===== src/rtl/i2c_cmd_sequencer.sv =====
// I2C command sequencer: queues transfer commands and runs them one at a
// time on an external byte-oriented I2C master, returning one status each.
module i2c_cmd_sequencer #(
  parameter int DEPTH    = 4,
  parameter int START_TO = 64,
  parameter int DONE_TO  = 65535
) (
  input  logic            clk,
  input  logic            reset,
  input  logic            cmd_valid,
  output logic            cmd_ready,
  input  logic [6:0]      cmd_addr,
  input  logic            cmd_rw,
  input  logic [9:0]      cmd_len,
  input  logic [9:0][7:0] cmd_data,
  output logic            rsp_valid,
  input  logic            rsp_ready,
  output logic [1:0]      rsp_status,
  output logic [9:0][7:0] rsp_data,
  output logic            m_en,
  output logic [6:0]      m_slave_addr,
  output logic            m_read_write,
  output logic [9:0]      m_no_of_bytes,
  output logic [9:0][7:0] m_data_in,
  input  logic [9:0][7:0] m_data_out,
  input  logic            m_busy,
  input  logic            m_ack_error,
  output logic            idle
);

  localparam int AW = (DEPTH > 2) ? $clog2(DEPTH) : 1;
  localparam int CW = AW + 1;

  localparam logic [1:0] ST_OK      = 2'b00;
  localparam logic [1:0] ST_ACK_ERR = 2'b01;
  localparam logic [1:0] ST_TIMEOUT = 2'b10;
  localparam logic [1:0] ST_BAD_LEN = 2'b11;

  localparam logic [15:0] START_LIM = 16'(START_TO - 1);
  localparam logic [15:0] DONE_LIM  = 16'(DONE_TO - 1);
  localparam logic [CW-1:0] FULL_CNT = CW'(DEPTH);

  typedef struct packed {
    logic [6:0]      addr;
    logic            rw;
    logic [9:0]      len;
    logic [9:0][7:0] data;
  } cmd_t;

  typedef enum logic [2:0] {
    S_IDLE,
    S_LAUNCH,
    S_WAIT_BUSY,
    S_WAIT_DONE,
    S_RESPOND
  } state_e;

  cmd_t            mem_q [DEPTH];
  logic [AW-1:0]   wr_q, wr_d;
  logic [AW-1:0]   rd_q, rd_d;
  logic [CW-1:0]   count_q, count_d;
  state_e          state_q, state_d;
  logic [15:0]     cnt_q, cnt_d;
  logic            sticky_q, sticky_d;
  cmd_t            hold_q, hold_d;
  logic [1:0]      status_q, status_d;
  logic [9:0][7:0] rdata_q, rdata_d;

  logic full, empty, push, pop;
  cmd_t cmd_in, head;

  assign full      = (count_q == FULL_CNT);
  assign empty     = (count_q == '0);
  assign cmd_ready = !full;
  assign push      = cmd_valid && cmd_ready;
  assign head      = mem_q[rd_q];

  assign cmd_in.addr = cmd_addr;
  assign cmd_in.rw   = cmd_rw;
  assign cmd_in.len  = cmd_len;
  assign cmd_in.data = cmd_data;

  always_ff @(posedge clk) begin
    if (push) begin
      mem_q[wr_q] <= cmd_in;
    end
  end

  always_comb begin
    wr_d    = wr_q;
    rd_d    = rd_q;
    count_d = count_q;
    if (push) begin
      wr_d = wr_q + AW'(1);
    end
    if (pop) begin
      rd_d = rd_q + AW'(1);
    end
    unique case ({push, pop})
      2'b10:   count_d = count_q + CW'(1);
      2'b01:   count_d = count_q - CW'(1);
      default: count_d = count_q;
    endcase
  end

  always_comb begin
    state_d  = state_q;
    pop      = 1'b0;
    hold_d   = hold_q;
    status_d = status_q;
    rdata_d  = rdata_q;
    sticky_d = sticky_q;
    unique case (state_q)
      S_IDLE: begin
        sticky_d = 1'b0;
        if (!empty && !m_busy && !rsp_valid) begin
          pop    = 1'b1;
          hold_d = head;
          if (head.len == 10'd0 || head.len > 10'd10) begin
            status_d = ST_BAD_LEN;
            rdata_d  = '0;
            state_d  = S_RESPOND;
          end else begin
            state_d = S_LAUNCH;
          end
        end
      end
      S_LAUNCH: begin
        state_d = S_WAIT_BUSY;
      end
      S_WAIT_BUSY: begin
        if (m_busy) begin
          state_d = S_WAIT_DONE;
        end else if (cnt_q >= START_LIM) begin
          status_d = ST_TIMEOUT;
          rdata_d  = '0;
          state_d  = S_RESPOND;
        end
      end
      S_WAIT_DONE: begin
        sticky_d = sticky_q | m_ack_error;
        // completion is checked first so a late fall beats the timeout
        if (!m_busy) begin
          status_d = sticky_d ? ST_ACK_ERR : ST_OK;
          rdata_d  = (!sticky_d && hold_q.rw) ? m_data_out : '0;
          state_d  = S_RESPOND;
        end else if (cnt_q >= DONE_LIM) begin
          status_d = ST_TIMEOUT;
          rdata_d  = '0;
          state_d  = S_RESPOND;
        end
      end
      S_RESPOND: begin
        if (rsp_ready) begin
          state_d = S_IDLE;
        end
      end
      default: state_d = S_IDLE;
    endcase
  end

  always_comb begin
    if (state_d != state_q) begin
      cnt_d = '0;
    end else if (&cnt_q) begin
      cnt_d = cnt_q;
    end else begin
      cnt_d = cnt_q + 16'd1;
    end
  end

  always_ff @(posedge clk) begin
    if (reset) begin
      wr_q     <= '0;
      rd_q     <= '0;
      count_q  <= '0;
      state_q  <= S_IDLE;
      cnt_q    <= '0;
      sticky_q <= 1'b0;
      hold_q   <= '0;
      status_q <= ST_OK;
      rdata_q  <= '0;
    end else begin
      wr_q     <= wr_d;
      rd_q     <= rd_d;
      count_q  <= count_d;
      state_q  <= state_d;
      cnt_q    <= cnt_d;
      sticky_q <= sticky_d;
      hold_q   <= hold_d;
      status_q <= status_d;
      rdata_q  <= rdata_d;
    end
  end

  assign rsp_valid     = (state_q == S_RESPOND);
  assign rsp_status    = status_q;
  assign rsp_data      = rdata_q;
  assign m_en          = (state_q == S_LAUNCH);
  assign m_slave_addr  = hold_q.addr;
  assign m_read_write  = hold_q.rw;
  assign m_no_of_bytes = hold_q.len;
  assign m_data_in     = hold_q.data;
  assign idle          = (state_q == S_IDLE) && empty;

endmodule


===== config.mk =====
export PLATFORM = sky130hd
export DESIGN_NAME = i2c_cmd_sequencer
export DESIGN_NICKNAME = d
export VERILOG_FILES = /design/src/rtl/i2c_cmd_sequencer.sv
export SDC_FILE = /design/constraint.sdc
export NUM_CORES = 1
export LEC_CHECK = 0
export ABC_AREA = 1
export BUFFER_PORTS_ARGS = -buffer_cell sky130_fd_sc_hd__buf_2
export CORE_ASPECT_RATIO = 0.7
export CORE_MARGIN = 2
export CORE_UTILIZATION = 25
export CTS_CLUSTER_SIZE = 10
export DETAILED_ROUTE_END_ITERATION = 10
export GPL_TIMING_DRIVEN = 0
export SLEW_MARGIN = 0
export SYNTH_ARGS = -nofsm -noshare
export SYNTH_HDL_FRONTEND = slang
export SYNTH_SLANG_ARGS = --single-unit

===== constraint.sdc =====
create_clock -name clk -period 6.01 [get_ports clk]
set_input_delay 0.9015 -clock clk [delete_from_list [all_inputs] [get_ports clk]]
set_output_delay 0.9015 -clock clk [all_outputs]
set_load 0.02 [all_outputs]

# --- Word level (Yosys, flattened, before mapping) ---
# Memory sizes are Yosys's and may differ from the RTL's. A register that Yosys moved wholly into a read port is not among the register bits.
# Index checks and enable logic that the tools add are counted.
word_totals:
  register_bits: 207
  ram_bits: 392
  out_inout_bits: 184
  memories: 1
classes:
  add_sub_neg: 5
  magnitude_cmp: 3
  eq_ne: 13
  mux: 32
  bitwise_logic: 1
  reduce_logical: 21
mem_list:
  columns: ["memory", "words", "width", "rd", "rd_ports_with_merged_regs", "wr", "line", "rtl"]
  rows:
  - ["mem_q", 4, 98, 1, 1, 1, "58", "cmd_t mem_q [DEPTH];"]
ops:
  columns: ["operator", "n"]
  rows:
  - ["80-bit two-way mux", 7]
  - ["80-bit one-hot mux with 3 select lines", 1]
  - ["3-bit two-way mux", 7]
  - ["16-bit by 1-bit adder with 16-bit output, second input constant", 1]
  - ["16-bit greater-or-equal comparator, second input constant", 1]
  - ["16-bit by 6-bit greater-or-equal comparator with 1-bit output, second input constant", 1]
  - ["2-bit two-way mux", 8]
  - ["16-bit AND reduction", 1]
  - ["3-bit one-hot mux with 5 select lines", 1]
  - ["10-bit by 4-bit greater-than comparator with 1-bit output, second input constant", 1]
  - ["10-bit zero test", 1]
  - ["2-bit inequality test, second input constant", 4]
  - ["3-bit by 2-bit == test with 1-bit output, second input constant", 2]
  - ["3-bit == test, second input constant", 2]
  - ["3-bit zero test", 2]
  - ["2-bit one-hot mux with 3 select lines", 1]
  - ["3-bit one-hot mux with 2 select lines", 1]
  - ["6-bit AND reduction", 1]
  - ["1-bit logical AND", 5]
  - ["1-bit zero test", 5]
  - ["1-bit two-way mux", 5]
  - ["2-bit by 1-bit adder with 2-bit output, second input constant", 2]
  - ["2-bit nonzero test", 2]
  - ["3-bit by 1-bit adder with 3-bit output, second input constant", 1]
  - ["12 further kinds", 12]

# --- Logic depth before layout (Yosys ltp) ---
depth:
  depth_word: 8
  depth_mapped: 17
  mapped_depth_nobuf: 14

# --- Worst setup path after synthesis ---
# Ideal clock, no wire load.
synth_path:
  path_kind: "input to register"
  start: "input cmd_valid"
  end: "memory mem_q[0][0] (netlist bit), enable pin"
  t_arrival_ns: 5.166
  t_required_ns: 5.454
  path_slack_ns: 0.288
  cell_stages: 2
  path_cell_list: "nand2_1 > nor2_1"
synth_via:
  elab_chain_len: 3
synth_rtl:
  columns: ["element", "line", "rtl"]
  rows:
  - ["from (decl)", "10", "input logic cmd_valid,"]
  - ["1-bit logical AND", "75", "assign push = cmd_valid && cmd_ready;"]
  - ["1-bit two-way mux", "84", "if (push) begin"]
  - ["1-bit two-way mux (not written as such)", "85", "mem_q[wr_q] <= cmd_in;"]
  - ["to (decl)", "58", null]
# Every way passes these cells.

# --- Worst setup path after layout ---
layout_path:
  start: "register state_q[1]"
  end: "register count_q[2]"
layout_via:
  elab_chain_len: 7
  word_cells_on_any_way: 10
  cone_classes: "eq/ne (3); mux (3); reduce/logical (4)"
layout_rtl:
  columns: ["element", "line", "rtl"]
  rows:
  - ["from (decl)", "62", "state_e state_q, state_d;"]
  - ["from (signal assigned)", "187", "state_q <= state_d;"]
  - ["3-bit == test", "196", "assign rsp_valid = (state_q == S_RESPOND);"]
  - ["1-bit zero test", "116", "if (!empty && !m_busy && !rsp_valid) begin"]
  - ["1-bit logical AND", "116", null]
  - ["1-bit two-way mux", "116", null]
  - ["1-bit two-way mux (*)", "113", "unique case (state_q)"]
  - ["net pop", "69", "logic full, empty, push, pop;"]
  - ["2-bit by 1-bit == test with 1-bit output / 2-bit == test (equally long branches)", "99", "unique case ({push, pop})"]
  - ["3-bit one-hot mux with 2 select lines / 2-bit nonzero test (equally long branches)", null, null]
  - ["to (signal assigned)", "186", "count_q <= count_d;"]
  - ["to (decl)", "61", "logic [CW-1:0] count_q, count_d;"]
# The timed path passes the listed nets; every way through them passes the cells marked *.
# A chain may end at the register's enable or synchronous reset.

==> flow_metrics.py <==
metrics = {
    "route": {
        "top_layer": "met5",
        "drt-met1-wl_mm": 29.8,
        "first_iter_violations": 1236,
        "wl_met2_mm": 29.9,
        "wl_met3_mm": 6.07,
        "ant_nets": 0,
        "route.vias.total": 16100,
        "routedWlPerCell_um": 18.4,
        "drcViolationCount": 0,
        "routed_wl_mm": 67.4,
        "drt_first_pass_iters": 7,
        "viasPerCell": 4.39,
    },
    "synthesis": {
        "synth_area_um2": 22300,
        "post_synth.cell_area_avg_um2": 11.2,
        "synthDistinctLibCells": 38,
        "syn_nets": 2182,
        "yosys_warnings": 0,
        "synth_seq_cells": 601,
        "synth.yosys.seq_area_share_pct": 71.4,
        "synthCells": 1990,
    },
    "cts": {
        "htree_levels": 3,
        "cts.sinks": 601,
        "clockRootBuffer": "clkbuf_16",
        "post-cts-setup-buffers": 0,
        "tritoncts": "built",
        "cts_max_path_buffers": 3,
        "clk_latency_ns": 0.62,
        "clkTransAtPathRegs_ns": 0.06,
        "ctsResizeCount": 0,
        "holdBufCountCts": 0,
        "cts_buffers": 72,
    },
    "floorplanning": {
        "num_io_pins": 368,
        "std_cell_rows": 91,
        "fp.dieH_um": 254,
        "dieArea_um2": 91800,
        "die_w_um": 361,
        "core_um2": 88400,
        "initial_core_util_pct": 25.3,
    },
    "sta": {
        "fmax_mhz": 288,
        "drv_slew": 0,
        "rsz0062_at_grt": "no",
        "hold_ws_ns": 0.445,
        "hold_viol_final": 0,
        "post-route-min-period_ns": 3.47,
        "fin_tns_setup_ns": 0,
        "tightest_slew_ns": 1.10,
        "setup_viol": 0,
        "setup_ws_ns": 2.54,
        "final.period_utilization_pct": 57.7,
        "relSlewSlack_pct": 26.7,
        "timing.clock.skew_ns": 0.0209,
    },
    "worst_hold_path": {
        "whs_path_depth": 2,
        "hp-class": "register to register",
    },
    "pwr": {
        "power_uw": 13300,
        "power_density_nw_per_um2": 475,
        "vdd_drop_max_mv": 0.206,
        "p_leak_uw": 0.0105,
    },
    "cells_and_area": {
        "nets": 2639,
        "drive_above_1_share_pct": 21.0,
        "fillCellCount": 9004,
        "seq_area_um2": 16000,
        "syn_to_final_growth_pct": 25.8,
        "fin_util_pct": 31.8,
        "multi_input_area_um2": 5650,
    },
    "placement": {
        "dpl.hpwl_mm": 45.2,
        "gp_congestion": 0.798,
        "dp_slack_ns": 2.11,
        "port_buffers": 367,
    },
    "setup_path": {
        "path_common_cell": "buf_2",
        "path_cells": "nor3_1, inv_1, nor2_1, buf_2, buf_2, buf_2, ha_1, inv_1, fa_1, a21oi_1, o21ai_0, o21ai_0, a21oi_1",
        "end_kind": "register",
        "slowest_stage": "buf_2",
        "cp-start-kind": "register",
        "path_class": "register to register",
        "cpPeakStageDelay_ns": 0.44,
        "required_ns": 6.50,
        "ff2ff_path_depth": 13,
        "critPathArrivalTime_ns": 3.95,
        "crit_fanout": 10,
    },
    "global_route": {
        "track_usage_pct": 14.3,
        "grt_start_max_net_pins": 28,
        "grt_pass1_wl_mm": 97.6,
        "grt_pass1_vias": 15100,
        "grt_overflow_total": 0,
        "antenna_found_initial": 26,
    },
    "job": {
        "maxCapViolations": 0,
    },
    "status": {
        "status": "finished clean",
    },
}
==> layout by cell type (no fill, tap or decap), types with 28 or more instances in the layout <==
cell | synthesis | layout
inv_1 | 57 | 57
buf_2 | 20 | 387
nor2_1 | 391 | 387
a31oi_1 | 88 | 88
a21oi_1 | 102 | 102
clkbuf_1 | 84 | 118
edfxtp_1 | 392 | 392
dfxtp_1 | 209 | 209
nand3_1 | 28 | 28
clkbuf_16 | 0 | 73
o21ai_0 | 284 | 284
nand2_1 | 224 | 224
==> sequential cells by signal, summed over array words and instances, names as in the netlist, named ones only <==
name and cells:
rsp_data 80, rd_q 2, m_data_in 80, count_q 3, state_q 3, m_read_write 1, mem_q 392, rsp_status 2
m_slave_addr 7, cnt_q 16, wr_q 2, m_no_of_bytes 10, sticky_q 1
==> Yosys cell counts <==
library cell / instances / area, um2
fa_1: 1 / 20.0
a31oi_1: 88 / 551
nor4_4: 1 / 21.3
buf_4: 8 / 60.1
clkbuf_1: 84 / 315
ha_1: 7 / 87.6
nor2_1: 391 / 1470
inv_1: 57 / 214
a41oi_1: 1 / 8.76
nand4_1: 5 / 31.3
a22oi_1: 1 / 7.51
o31ai_1: 1 / 7.51
buf_2: 20 / 100
o21ai_2: 1 / 8.76
dfxtp_1: 209 / 4180
nor3b_1: 21 / 158
xor2_1: 12 / 105
edfxtp_1: 392 / 11800
o21ai_0: 284 / 1420
nor4_1: 2 / 12.5
nand3b_1: 1 / 7.51
o22ai_1: 1 / 6.26
xnor2_1: 3 / 26.3
nand3_2: 1 / 10.0
and3_1: 1 / 6.26
nand2_2: 1 / 6.26
nor3_1: 9 / 45.0
o21ai_1: 1 / 5.00
nor2_2: 11 / 68.8
nand2_1: 224 / 841
inv_4: 1 / 6.26
a211oi_2: 1 / 12.5
a21oi_1: 102 / 510
buf_1: 11 / 41.3
o211ai_1: 3 / 22.5
nand3_1: 28 / 140
inv_2: 2 / 7.51
buf_6: 3 / 33.8
==> worst paths after layout <==
check / startpoint / end / slack (ns)
worst max-delay path: state_q[1] / count_q[2] / 2.54
worst min-delay path: rsp_status[0] / rsp_status[0] / 0.44
worst max register to register: state_q[1] / count_q[2] / 2.54
worst min register to register: rsp_status[0] / rsp_status[0] / 0.44
==> kinds of logic after synthesis <==
| logic type | after synthesis | synth area share, % |
|---|---|---|
| buf+inv | 186 | 3.48 |
| flops | 601 | 71.4 |
| compound gates | 484 | 11.5 |
| fa+ha+maj | 8 | 0.481 |
| simple gates | 696 | 12.6 |
| xor+xnor | 15 | 0.588 |
==> worst max-delay path: cells and delay by family (launching register included) <==
family | cells | cell delay, ns
adders and majority gates | 2 | 0.56
and+or+nand+nor | 2 | 0.55
DFF | 1 | 0.36
AOI/OAI and AO/OA | 4 | 0.46
buffers and inverters | 5 | 1.41
==> through the flow <==
step                      instances  instance area, um2
after floorplan                1990               22300
after global placement         3519               25600
after detailed placement       3535               26000
after CTS                      3656               28100
after global routing           3656               28100
final                          3662               28100
==> routing by layer <==
| metal | GRT usage, % | vias to the layer above |
|---|---|---|
| met1 | 19.2 | 7537 |
| li1 | - | 7898 |
| met4 | 3.95 | 28 |
| met5 | 0 | - |
| met2 | 21.8 | 499 |
| met3 | 5.09 | 128 |
==> report_power, final <==
group	total, uW	internal [uW]	switching [uW]
Clock	3980	2280	1710
Sequential	5310	5040	261
Combinational	4050	1180	2870
==> final cells by class <==
class                           count  area share [%]
Timing Repair Buffer              383            7.73
Sequential cell                   601            56.7
Inverter                           60           0.810
Buffer                            126            1.96
Antenna cell                        6          0.0534
Tap cell                         1162            5.17
Clock buffer                      109            7.05
Clock inverter                     12           0.405
Multi-Input combinational cell   1203            20.1
No activity file was read; power rests on OpenSTA's default activity.
